[config.mk]
export PLATFORM = sky130hd
export DESIGN_NAME = regfile_bypass
export DESIGN_NICKNAME = d
export VERILOG_FILES = /design/src/rtl/regfile_bypass.sv
export SDC_FILE = /design/constraint.sdc
export NUM_CORES = 2
export LEC_CHECK = 0
export BUFFER_PORTS_ARGS = -buffer_cell sky130_fd_sc_hd__buf_4
export CAP_MARGIN = 20
export CORE_ASPECT_RATIO = 1.75
export CORE_UTILIZATION = 35
export CTS_CLUSTER_SIZE = 8
export DETAILED_ROUTE_END_ITERATION = 16
export GPL_ROUTABILITY_DRIVEN = 0
export GPL_TIMING_DRIVEN = 1
export SETUP_SLACK_MARGIN = 0.02
export SKIP_CTS_REPAIR_TIMING = 1
export SYNTH_ARGS = -nofsm -noshare
export SYNTH_HDL_FRONTEND = slang
export SYNTH_SLANG_ARGS = --single-unit
export TNS_END_PERCENT = 20
[constraint.sdc]
create_clock -name clock -period 5.3 [get_ports clock]
set_clock_uncertainty 0.1 [all_clocks]
set_input_delay 1.06 -clock clock [delete_from_list [all_inputs] [get_ports clock]]
set_output_delay 1.06 -clock clock [all_outputs]
set_load 0.01 [all_outputs]
[src/rtl/regfile_bypass.sv]
// 32 x WIDTH general-purpose register file: two architectural read ports with
// optional same-cycle write forwarding, one unforwarded debug port, r0 hardwired zero.
module regfile_bypass #(
  parameter int WIDTH  = 32,
  parameter bit BYPASS = 1'b1
) (
  input  logic             clock,
  input  logic             reset,
  input  logic             ctrl_writeEnable,
  input  logic [4:0]       ctrl_writeReg,
  input  logic [4:0]       ctrl_readRegA,
  input  logic [4:0]       ctrl_readRegB,
  input  logic [4:0]       ctrl_readRegDbg,
  input  logic [WIDTH-1:0] data_writeReg,
  output logic [WIDTH-1:0] data_readRegA,
  output logic [WIDTH-1:0] data_readRegB,
  output logic [WIDTH-1:0] data_readRegDbg,
  output logic [31:0]      reg_written
);

  logic [WIDTH-1:0] regs    [1:31];
  logic [WIDTH-1:0] reg_out [0:31];
  logic [31:0]      wr_onehot;
  logic [31:0]      written_q;
  logic             fwd_ok;

  // Bit 0 of the decode is forced low so r0 can never be written or flagged.
  always_comb begin
    wr_onehot    = '0;
    if (ctrl_writeEnable) wr_onehot = 32'd1 << ctrl_writeReg;
    wr_onehot[0] = 1'b0;
  end

  always_ff @(posedge clock) begin
    if (reset) begin
      for (int i = 1; i < 32; i++) regs[i] <= '0;
      written_q <= '0;
    end else begin
      for (int i = 1; i < 32; i++) begin
        if (wr_onehot[i]) begin
          regs[i]      <= data_writeReg;
          written_q[i] <= 1'b1;
        end
      end
    end
  end

  always_comb begin
    reg_out[0] = '0;
    for (int i = 1; i < 32; i++) reg_out[i] = regs[i];
  end

  // Forwarding only for a write that will actually land this edge.
  always_comb begin
    fwd_ok = BYPASS && ctrl_writeEnable && !reset && (ctrl_writeReg != 5'd0);
  end

  always_comb begin
    data_readRegA = reg_out[ctrl_readRegA];
    data_readRegB = reg_out[ctrl_readRegB];
    if (fwd_ok && (ctrl_readRegA == ctrl_writeReg)) data_readRegA = data_writeReg;
    if (fwd_ok && (ctrl_readRegB == ctrl_writeReg)) data_readRegB = data_writeReg;
  end

  always_comb begin
    data_readRegDbg = reg_out[ctrl_readRegDbg];
    reg_written     = {written_q[31:1], 1'b0};
  end

endmodule
======== Yosys cells after proc, flatten, opt, wreduce, memory -nomap -nowiden ========
Memory sizes are Yosys's and may differ from the RTL's.
Index checks and enable logic that the tools add are counted.
storage, ports and cells
  register bits after elaboration ......... 31
  bits in latches ......................... 0
  memory bits (writable) .................. 992
  ROM bits ................................ 0
  bits of input ports ..................... 55
  output and inout bits ................... 128
  memories ................................ 1
operators by class
  $add $sub $neg .......................... 0
  $mul .................................... 0
  divide/modulo/power cells ............... 0
  order comparisons ....................... 3
  equality and inequality tests ........... 2
  shift-type cells ........................ 1
  multiplexer cells ....................... 138
  bitwise operators ....................... 34
  reductions and logical operators ........ 6
memory list
  memory  words  bits a word  read ports  clocked after Yosys merged registers in  wr ports  line  RTL
  regs    31     32           31          0                                        31        21    logic [WIDTH-1:0] regs [1:31];
operators with widths
  cell                                                      number
  two-way mux 32 bit                                        40
  binary-select mux 32 bit (select 5 bit)                   3
  two-way mux 1 bit                                         95
  left shift 1 x 5 -> 32 bit, first input constant          1
  bitwise OR 1 bit                                          31
  greater-or-equal comparator 6 bit, second input constant  3
  inverter 5 -> 6 bit                                       3
  == test 5 bit                                             2
  nonzero test 5 bit                                        1
  logical AND 1 bit                                         4
  zero test 1 bit                                           1

======== Longest topological paths before layout ========
  depth after elaboration ................. 6
  depth in mapped cells ................... 9

======== Worst setup path before layout ========
No wires, ideal clock.
  path kind ............................... input -> register
  start point ............................. input ctrl_writeReg[3]
  end point ............................... register, netlist name regs[0][832]
  library setup time ...................... 0.466 ns
  data arrival time ....................... 3.929 ns
  setup slack ............................. 0.806 ns
  stages on the path ...................... 4
  path buffers ............................ 1
  cells stage by stage .................... buf_2 > nor2b_1 > nand2_1 > o21ai_0
RTL lines
  element      line  RTL
  from (decl)  10    input logic [4:0] ctrl_writeReg,

======== Worst setup path after layout ========
  start point ............................. input ctrl_readRegB[1]
  end point ............................... output data_readRegB[30]
between the ends
  cells in the longest elaborated chain, start to end .. 5
  elaborated cells on any way between the ends .. 7
ends and longest elaborated chain
  element                                                line  RTL
  from (decl)                                            12    input logic [4:0] ctrl_readRegB,
  inverter 5 -> 6 bit (implied by the code)              60    data_readRegB = reg_out[ctrl_readRegB];
  binary-select mux 32 bit (select 5 bit)                60
  two-way mux 32 bit (implied by the code) (2 in a row)  60
  two-way mux 32 bit *                                   62    if (fwd_ok && (ctrl_readRegB == ctrl_writeReg)) data_readRegB = data_writeReg;
  to (decl)                                              16    output logic [WIDTH-1:0] data_readRegB,
Mark *: on every way between the ends. The rest lies on a longest branch, timed or not. The select of a mux whose other input is x is not followed.

==> impl.org <==
** Timing
- In the finished design, the share of the clock period the worst path needs comes to 0.944.
- Final Hold Vio Count :: 0
- The clock period could shrink to 5.00 ns.
- Timing would allow up to 200 MHz.
- Final setup viols :: 0
- Transition at the pin with the smallest max-transition slack :: 1.09 ns
- Max-slew violation count :: 0
- Setup repair after global routing left no endpoint under its margin.
- Headroom to the max-slew limit :: 0.270
- Total Negative Setup Slacks :: 0 ns

** Layout
- Final net count :: 4,555
- Layout area overhead :: 15.2%
- Final cell count without fillers :: 6,911
- After routing the design area is 71,800 um^2.
- In the final layout, the share of cells above drive strength 1 is 0.324.

** Logic synthesis
- Most common cell in the synthesized netlist :: sky130_fd_sc_hd__and2_1
- Of the synthesized area, sequential elements account for 0.488.
- Yosys mapped the design onto 44 distinct sky130hd cell types.
- Share of the synthesized area in the top cell type :: 0.478
- Largest cells by area after synthesis :: sky130_fd_sc_hd__edfxtp_1, sky130_fd_sc_hd__mux4_2, sky130_fd_sc_hd__and2_1
- Post-synth net total :: 4,491
- Synth warnings :: 0
- EDFF count, synth :: 992
- Instance count of the mapped netlist :: 4,436
- In the synthesized netlist, the cells that appear most often are sky130_fd_sc_hd__and2_1, sky130_fd_sc_hd__edfxtp_1, sky130_fd_sc_hd__mux4_2.
- Cell type with the highest aggregate area in the netlist :: sky130_fd_sc_hd__edfxtp_1
- The cell area that synthesis handed to floorplanning was 62,300 um^2.
- Of all flip-flops after synthesis, the portion carrying an async set or reset was 0.
- Post-synthesis register bit count :: 1,023
- Each instance of the synthesized netlist takes up on average 14.0 um^2.
- For this run, the leading register cell type out of synthesis is sky130_fd_sc_hd__edfxtp_1.

** Worst setup path
- The cell family contributing the most delay on the critical path is compound AO/OA/AOI/OAI gates.
- Data arrives at the worst endpoint at 3.84 ns.
- Together, buffers and inverters on the worst path number 4.
- Worst Path Required :: 4.14 ns
- Kind of capture point of the worst setup path :: primary output
- STA classifies the critical path startpoint as an input pin.
- In this run the worst setup path begins at ctrl_readRegB[1].
- The slowest stage of the critical path belongs to the cell sky130_fd_sc_hd__o41ai_1.
- The setup path with the least slack is of type input pin to primary output.
- The signal on the critical path passes through buf_8 -> buf_4 -> or2_2 -> o22ai_1 -> o41ai_1 -> buf_4 -> buf_4.
- Crit Path Max Fanout :: 46
- Delay of the slowest cell on the worst path :: 0.75 ns
- Library cell appearing most often on the critical path :: sky130_fd_sc_hd__buf_4
- In this run the critical register-to-register path is launched from written_q[4]$_SDFFE_PP0P_.

** Floorplan
- Die Width :: 321 um
- 183 I/O pins were placed.
- Area enclosed by the die boundary :: 180,000 um^2
- Area of the core :: 177,000 um^2
- Die span in y :: 560 um
- Number of rows created at floorplan :: 204
- Initial core utilization :: 0.353

** Route
- The first routing iteration left 6,066 violations.
- In the routed layout, each cell is associated on average with a via count of 6.43.
- Summed over all layers, the routed wires come to 246,000 um.
- Number of design rule violations left after detail routing :: 0
- After detailed routing, the average wire length per cell comes to 35.6 um.
- Detailed Routing Iterations Pass 1 :: 6
- Remaining number of nets flagged by the antenna check after routing :: 0
- Vias after detailed routing :: 44,459

** Global route
- Global routing usage summed across all routing layers :: 0.270
- The total overflow left after global routing is 0.
- Via count of the first global-routing pass :: 45,233
- Number of antenna violations at the first check in global routing :: 21
- The first global-routing pass estimated 342,000 um of wire.
- Maximum number of pins on one net before global-route repair :: 74

** Min path
- The startpoint identified for the worst hold timing path is written_q[25]$_SDFFE_PP0P_.
- The min-delay analysis places its worst path in the category flop to flop.

** Placed design
- During placement, the flow inserted port buffers numbering 181.
- The wire-length estimate of the detail-placed layout is 150,000 um.
- Cell count after placement :: 6,713
- Placement-stage cell area :: 67,600 um^2

** Power and ir drop
- Power per cell area :: 308 nW/um^2
- Peak supply drop :: 0.249 mV
- Leakage power summed over all cells :: 0.0248 uW

** CTS
- Clock tree synthesis selected as its root buffer the cell sky130_fd_sc_hd__clkbuf_16.
- TritonCTS created 153 clock buffers.
- Counting every sink on the clock net gives 1,023.
- Insertion delay to the later sink of the worst-skew pair :: 0.79 ns
- Depth of the CTS H-tree :: 4
- No sink is reached through more buffers than the 4 on the longest clock path.
- TritonCTS clock tree :: yes
- Clock-pin slew was measured on the worst setup and hold paths at 0.05 ns.

** Flow run
- Across the run, the number of max-cap violations was 0.

** Run status
- Outcome :: finished, final reports clean
[placed cells by master, fill, tap and decap left out, types with 58 or more instances in the layout]
cell / count
sky130_fd_sc_hd__mux2_2: 178
sky130_fd_sc_hd__and2_1: 994
sky130_fd_sc_hd__a221oi_1: 113
sky130_fd_sc_hd__mux2i_1: 141
sky130_fd_sc_hd__buf_12: 62
sky130_fd_sc_hd__nand2_1: 192
sky130_fd_sc_hd__edfxtp_1: 992
sky130_fd_sc_hd__clkbuf_16: 158
sky130_fd_sc_hd__buf_4: 339
sky130_fd_sc_hd__a21oi_1: 58
sky130_fd_sc_hd__mux4_2: 642
sky130_fd_sc_hd__o22ai_1: 129
[path summary, 6_finish.rpt]
path                                 to  slack, ns  cells after the start
max                   data_readRegB[30]       0.30                      7
min          written_q[25]$_SDFFE_PP0P_       0.35                      1
min reg2reg  written_q[25]$_SDFFE_PP0P_       0.35                      1
max reg2reg   written_q[4]$_SDFFE_PP0P_       4.62                      1
[through the flow]
| step | total power (uW) | util | setup slack [ns] | hold slack [ns] |
|---|---|---|---|---|
| after floorplan | 11800 | - | 0.806 | 0.397 |
| after global placement | 13300 | 0.383 | 0.335 | 0.336 |
| after detailed placement | 13300 | 0.383 | 0.364 | 0.341 |
| after CTS | 22100 | 0.406 | 0.359 | 0.352 |
| after global routing | 22500 | 0.406 | 0.271 | 0.368 |
| final | 22100 | 0.406 | 0.296 | 0.347 |
[registers in the layout, summed over array words and instances, names as in the netlist]
name / cells
regs: 992
written_q: 31
[metal layers]
layer | wire [um] | GRT usage | vias up
met4 | 19100 | 0.180 | 30
li1 | - | - | 17429
met3 | 25900 | 0.0601 | 1027
met2 | 118000 | 0.442 | 3284
met5 | 293 | 0 | -
met1 | 83200 | 0.316 | 22689
[kinds of logic (layout without fill, tap and decap cells)]
logic type | count (synthesis) | after routing | share of synthesized area
buf+inv | 503 | 603 | 0.0339
simple gates | 1396 | 1396 | 0.129
other cells | 1 | 7 | 0.0000602
compound gates | 542 | 542 | 0.0612
flops | 1023 | 1023 | 0.488
mux | 961 | 961 | 0.287
xor+xnor | 10 | 10 | 0.00141
[where the power goes]
part           internal [uW]  total, uW  switching (uW)
Combinational           1590       3570            1980
Sequential              9340       9680             343
Clock                   5290       8830            3540
Total                  16200      22100            5860
[layout make-up]
| type | instances | area (um^2) |
|---|---|---|
| diodes | 6 | 15.0 |
| clock buffers | 188 | 4070 |
| clock inverters | 3 | 33.8 |
| fillers | 16130 | 105000 |
| inverters | 2 | 10.0 |
| multi-input cells | 2910 | 30400 |
| flip-flops and latches | 1023 | 30400 |
| well taps | 2369 | 2960 |
| repair buffers | 410 | 3910 |
Power figures use the tool's default switching activity.
